File: src/rtl/bram_stream_reader.sv
// rtl/bram_stream_reader.sv - streams a run of BRAM words out through a 2-entry FIFO
// Reads length words starting at start_addr (wrapping) and presents them as a valid/ready stream.
module bram_stream_reader #(
  parameter int DATA_WIDTH = 8,
  parameter int ADDR_WIDTH = 6
) (
  input  logic                  clk,
  input  logic                  rst,
  input  logic                  start,
  input  logic [ADDR_WIDTH-1:0] start_addr,
  input  logic [ADDR_WIDTH:0]   length,
  output logic [ADDR_WIDTH-1:0] ram_addr,
  output logic                  ram_we,
  input  logic [DATA_WIDTH-1:0] ram_q,
  output logic [DATA_WIDTH-1:0] m_data,
  output logic                  m_valid,
  input  logic                  m_ready,
  output logic                  m_last,
  output logic                  busy,
  output logic                  done
);

  typedef enum logic [1:0] {IDLE, RUN, FINISH} state_t;

  localparam logic [ADDR_WIDTH-1:0] ADDR_ONE = 1;
  localparam logic [ADDR_WIDTH:0]   CNT_ONE  = 1;

  state_t                state_q, state_d;
  logic [ADDR_WIDTH:0]   len_q, len_d;
  logic [ADDR_WIDTH:0]   issued_q, issued_d;
  logic [ADDR_WIDTH:0]   out_cnt_q, out_cnt_d;
  logic [ADDR_WIDTH-1:0] ram_addr_q, ram_addr_d;
  logic                  pend_q, pend_d;
  logic [DATA_WIDTH-1:0] fifo0_q, fifo0_d, fifo1_q, fifo1_d;
  logic                  wr_ptr_q, wr_ptr_d, rd_ptr_q, rd_ptr_d;
  logic [1:0]            count_q, count_d;
  logic                  busy_q, busy_d, done_q, done_d;

  logic       pop, issue, last_beat;
  logic [2:0] occ_sum;

  assign m_valid   = (count_q != 2'd0);
  assign m_data    = rd_ptr_q ? fifo1_q : fifo0_q;
  assign last_beat = (out_cnt_q == (len_q - CNT_ONE));
  assign m_last    = m_valid && last_beat;
  assign ram_addr  = ram_addr_q;
  assign ram_we    = 1'b0;
  assign busy      = busy_q;
  assign done      = done_q;

  // The address on ram_addr is "issued" in the cycle it is accepted; if not accepted
  // it simply stays on the bus and is re-read, so only one read is ever in flight.
  always_comb begin
    pop     = m_valid && m_ready;
    occ_sum = {1'b0, count_q} + {2'b00, pend_q};
    issue   = (state_q == RUN) && (issued_q < len_q) &&
              (occ_sum < (3'd2 + {2'b00, pop}));

    state_d    = state_q;
    len_d      = len_q;
    issued_d   = issued_q;
    out_cnt_d  = out_cnt_q;
    ram_addr_d = ram_addr_q;
    pend_d     = issue;
    fifo0_d    = fifo0_q;
    fifo1_d    = fifo1_q;
    wr_ptr_d   = wr_ptr_q;
    rd_ptr_d   = rd_ptr_q;
    count_d    = count_q + 2'(pend_q) - 2'(pop);
    busy_d     = busy_q;
    done_d     = 1'b0;

    if (issue) begin
      ram_addr_d = ram_addr_q + ADDR_ONE;
      issued_d   = issued_q + CNT_ONE;
    end
    if (pend_q) begin
      if (wr_ptr_q) fifo1_d = ram_q;
      else          fifo0_d = ram_q;
      wr_ptr_d = ~wr_ptr_q;
    end
    if (pop) begin
      rd_ptr_d  = ~rd_ptr_q;
      out_cnt_d = out_cnt_q + CNT_ONE;
    end

    case (state_q)
      IDLE: begin
        if (start) begin
          if (length != '0) begin
            state_d    = RUN;
            len_d      = length;
            ram_addr_d = start_addr;
            issued_d   = '0;
            out_cnt_d  = '0;
            busy_d     = 1'b1;
          end else begin
            state_d = FINISH;
            done_d  = 1'b1;
          end
        end
      end
      RUN: begin
        if (pop && last_beat) begin
          state_d = FINISH;
          done_d  = 1'b1;
          busy_d  = 1'b0;
        end
      end
      default: state_d = IDLE;
    endcase
  end

  always_ff @(posedge clk) begin
    if (rst) begin
      state_q    <= IDLE;
      len_q      <= '0;
      issued_q   <= '0;
      out_cnt_q  <= '0;
      ram_addr_q <= '0;
      pend_q     <= 1'b0;
      fifo0_q    <= '0;
      fifo1_q    <= '0;
      wr_ptr_q   <= 1'b0;
      rd_ptr_q   <= 1'b0;
      count_q    <= 2'd0;
      busy_q     <= 1'b0;
      done_q     <= 1'b0;
    end else begin
      state_q    <= state_d;
      len_q      <= len_d;
      issued_q   <= issued_d;
      out_cnt_q  <= out_cnt_d;
      ram_addr_q <= ram_addr_d;
      pend_q     <= pend_d;
      fifo0_q    <= fifo0_d;
      fifo1_q    <= fifo1_d;
      wr_ptr_q   <= wr_ptr_d;
      rd_ptr_q   <= rd_ptr_d;
      count_q    <= count_d;
      busy_q     <= busy_d;
      done_q     <= done_d;
    end
  end

endmodule

File: config.mk
export PLATFORM = sky130hd
export DESIGN_NAME = bram_stream_reader
export DESIGN_NICKNAME = d
export VERILOG_FILES = /design/src/rtl/bram_stream_reader.sv
export SDC_FILE = /design/constraint.sdc
export NUM_CORES = 1
export LEC_CHECK = 0
export BUFFER_PORTS_ARGS = -buffer_cell sky130_fd_sc_hd__buf_2
export CAP_MARGIN = 20
export CORE_ASPECT_RATIO = 0.5
export CORE_UTILIZATION = 50
export DETAILED_ROUTE_END_ITERATION = 12
export GPL_TIMING_DRIVEN = 0
export PLACE_DENSITY = 0.72
export RECOVER_POWER = 25
export SLEW_MARGIN = 20
export SYNTH_ARGS = -nofsm -noshare
export SYNTH_HDL_FRONTEND = slang
export SYNTH_SLANG_ARGS = --single-unit
File: constraint.sdc
create_clock -name clk -period 2.85 [get_ports clk]
set_clock_uncertainty 0.2 [all_clocks]
set_input_delay 0.7125 -clock clk [delete_from_list [all_inputs] [get_ports clk]]
set_output_delay 0.7125 -clock clk [all_outputs]
set_load 0.1 [all_outputs]
==> impl_metrics.env <==
export IMPL_firstDrtPassIters=4
export IMPL_globalplace_congestion=0.763
export IMPL_synth_ff_type="dfxtp_1"
export IMPL_hold_start="fifo1_q[7]$_SDFFE_PP0P_"
export IMPL_final_nets=400
export IMPL_synth_common_cells="dfxtp_1, nand2_1, a21oi_1"
export IMPL_synth_edf_count=0
export IMPL_crit_type="flop to output pin"
export IMPL_maxSlewHeadroom=0.593
export IMPL_wl_per_cell_um=13.8
export IMPL_syn_avg_cell_area_sq_um=8.71
export IMPL_drive_gt1_frac=0.254
export IMPL_cts_buffers=5
export IMPL_rows=18
export IMPL_p_per_area_mw_per_mm2=606
export IMPL_cp_arrival_ps=2080
export IMPL_status="finished, violations left"
export IMPL_design_area_sq_mm=0.00320
export IMPL_first_iter_violations=32
export IMPL_ctsHoldBuffers=0
export IMPL_drc=0
export IMPL_setup_ws_ps=-139
export IMPL_seqPwrFrac=0.425
export IMPL_required_ps=1940
export IMPL_overflow=0
export IMPL_timing_hold_ws_ps=260
export IMPL_clk_path_buf_depth=2
export IMPL_synthCells=306
export IMPL_cpPeakStageDelay_ps=440
export IMPL_p_int_mw=1.18
export IMPL_worst_ir_drop_vdd_v=0.000420
export IMPL_final_setup_viol_count=1
export IMPL_highest_layer="met4"
export IMPL_crit_slowest_cell="a311oi_4"
export IMPL_clock_power_share=0.231
export IMPL_cts_tree="done"
export IMPL_critPathBufInv=3
export IMPL_cap_viol_max_count=0
export IMPL_async_flop_share=0
export IMPL_met3_length_um=269
export IMPL_startpoint="len_q[0]$_SDFFE_PP0P_"
export IMPL_cp_start_kind="flop"
export IMPL_synth_area_sq_mm=0.00266
export IMPL_hp_class="flop to flop"
export IMPL_tns_ps=-139
export IMPL_place_ws_ps=-227
export IMPL_syn_nets=345
export IMPL_path_delay_family="compound AO/OA/AOI/OAI gates"
export IMPL_r2r_end="issued_q[3]$_SDFF_PP0_"
export IMPL_rsz0062_at_grt="yes"
export IMPL_violations="negative setup slack"
export IMPL_period_share=1.05
export IMPL_dieWidth_um=105
export IMPL_wl_met2_um=2900
export IMPL_n_antenna_cell=0
export IMPL_fmax_mhz=335
export IMPL_grt_max_degree=17
export IMPL_ios=44
export IMPL_antenna_found_initial=0
export IMPL_ff2ff_path_depth=9
export IMPL_start_util=0.530
export IMPL_drv_slew=0
export IMPL_detailed_place_hpwl_um=4340
export IMPL_areaGrowthSynthToFinish_pct=20.2
export IMPL_critPathMaxFanout=6
export IMPL_ant_nets=0
export IMPL_clock_latency_ps=310
export IMPL_p_leak_nw=1.35
export IMPL_final_hold_violation_count=0
export IMPL_r2r_slack_ps=350
export IMPL_grt_pass1_vias=2247
export IMPL_placed_area_sq_mm=0.00299
export IMPL_clk_pin_slew_ps=100
export IMPL_yosysMostFrequentCell="dfxtp_1"
export IMPL_switching_share=0.392
export IMPL_final_min_clock_period_ps=2990
export IMPL_grt_total_usage=0.233
export IMPL_ys_ff_latch=52
export IMPL_combPwrFrac=0.343
export IMPL_vias_per_cell=5.23
export IMPL_power_total_mw=1.94
export IMPL_worstReg2RegStart="len_q[6]$_SDFFE_PP0P_"
export IMPL_drt_total_wl_um=5970
export IMPL_tightest_slew_ps=604
export IMPL_ys_types=50
export IMPL_yosysSeqAreaShare=0.391
export IMPL_cts_sinks=52
export IMPL_post_synth_top_area_cell="dfxtp_1"
export IMPL_cts_root_buf="clkbuf_8"
export IMPL_core_sq_mm=0.00502
export IMPL_utilization=0.638
export IMPL_h_tree_depth=2
export IMPL_die_h_um=53.6
export IMPL_synth_area_top_cells="dfxtp_1, nand2_1, ha_1, xor2_1, a21oi_1"
export IMPL_path_cells="buf_6 -> inv_4 -> ha_4 -> nand2b_4 -> nor4_4 -> o211ai_1 -> a311oi_4 -> buf_12"
export IMPL_switchingPower_mw=0.762
export IMPL_crit_path_end_kind="output pin"
export IMPL_io_buffers=42
export IMPL_hold_depth=2
export IMPL_instances_no_fill=432
export IMPL_vias=2261
export IMPL_dieArea_sq_mm=0.00564
export IMPL_n_fill_cell=432
export IMPL_m1WireLength_um=2720
export IMPL_synth_warnings=0
export IMPL_grt_pass1_wl_um=10200
export IMPL_holdPathEnd="fifo1_q[7]$_SDFFE_PP0P_"
export IMPL_dp_cells=418
export IMPL_synth_top_area_share=0.391
==> flip-flops by register name (all words and copies together), names as in the netlist, 2 cells and up <==
name / count
issued_q: 7
out_cnt_q: 7
fifo0_q: 8
count_q: 2
state_q: 2
fifo1_q: 8
ram_addr: 6
len_q: 7
==> worst max-delay path by stage <==
stage | end | slack, ps | depth (start not counted)
finish | m_last | -140 | 8
global route | m_last | -280 | 4
CTS | m_last | -120 | 8
detailed placement | m_last | -230 | 7
global placement | m_last | -140 | 7
floorplan | m_last | -230 | 7
==> cell families (layout without fill, tap and decap cells) <==
| group | count (synthesis) | count (layout) | synth area share |
|---|---|---|---|
| XOR/XNOR | 27 | 27 | 0.0916 |
| buffers and inverters | 27 | 83 | 0.0625 |
| other | 1 | 1 | 0.00141 |
| flip-flops | 52 | 52 | 0.391 |
| adder cells (fa/ha/maj) | 14 | 14 | 0.0658 |
| AO/OA/AOI/OAI | 51 | 51 | 0.118 |
| AND/OR/NAND/NOR | 124 | 124 | 0.229 |
| multiplexers | 10 | 10 | 0.0413 |
==> area by class of cell <==
type | count | area, sq um | share of cell area
Multi-Input combinational cell | 227 | 1530 | 0.478
Sequential cell | 52 | 1050 | 0.327
Timing Repair Buffer | 48 | 270 | 0.0844
Buffer | 17 | 129 | 0.0403
Tap cell | 70 | 87.6 | 0.0274
Clock buffer | 6 | 82.6 | 0.0258
Inverter | 10 | 40.0 | 0.0125
Clock inverter | 2 | 15.0 | 0.00469
==> worst min-delay path, cell delays in order, from the launching register on <==
cell,delay [ps]
dfxtp_1,320
nand2_1,50
a21oi_1,50
==> power by group through the flow <==
stage,logic [mW],registers (mW),clock network [mW]
5_1_grt,0.718,0.834,0.492
6_report,0.666,0.826,0.449
2_1_floorplan,0.455,0.899,0
3_5_place_dp,0.645,0.842,0
4_1_cts,0.661,0.825,0.456
3_3_place_gp,0.628,0.838,0
==> routing by layer <==
metal / vias up / track usage
li1: 1146 / -
met1: 1058 / 0.271
met2: 46 / 0.430
met3: 11 / 0.0593
met4: 0 / 0.0892
met5: - / 0
==> placed cells by master (no fill, tap or decap), types with 2 or more instances in the layout <==
| master | count |
|---|---|
| nand3_1 | 13 |
| xnor2_1 | 9 |
| clkbuf_8 | 7 |
| buf_4 | 10 |
| nand2_1 | 50 |
| a211oi_1 | 6 |
| ha_1 | 13 |
| a31oi_1 | 2 |
| nor4_4 | 2 |
| clkbuf_1 | 6 |
| clkinvlp_4 | 2 |
| nand2b_1 | 4 |
| xor2_1 | 17 |
| nand2b_4 | 2 |
| nor3_1 | 4 |
| dfxtp_1 | 50 |
| o21ai_1 | 4 |
| mux2_2 | 8 |
| a21oi_1 | 28 |
| inv_1 | 8 |
| nand3b_1 | 2 |
| buf_6 | 4 |
| nor2_1 | 27 |
| nand4_1 | 7 |
| mux2i_1 | 2 |
| o21ai_0 | 2 |
| nor2b_1 | 4 |
| buf_2 | 42 |
| and3_1 | 2 |
==> what timing repair did <==
| item | CTS | global route |
|---|---|---|
| pin swaps | 5 | 2 |
| endpoints found under the setup margin | 1 | 1 |
| setup buffers | 5 | 1 |
| gates resized for setup | 11 | 4 |
Note: power is estimated with default switching activity, not from simulation.
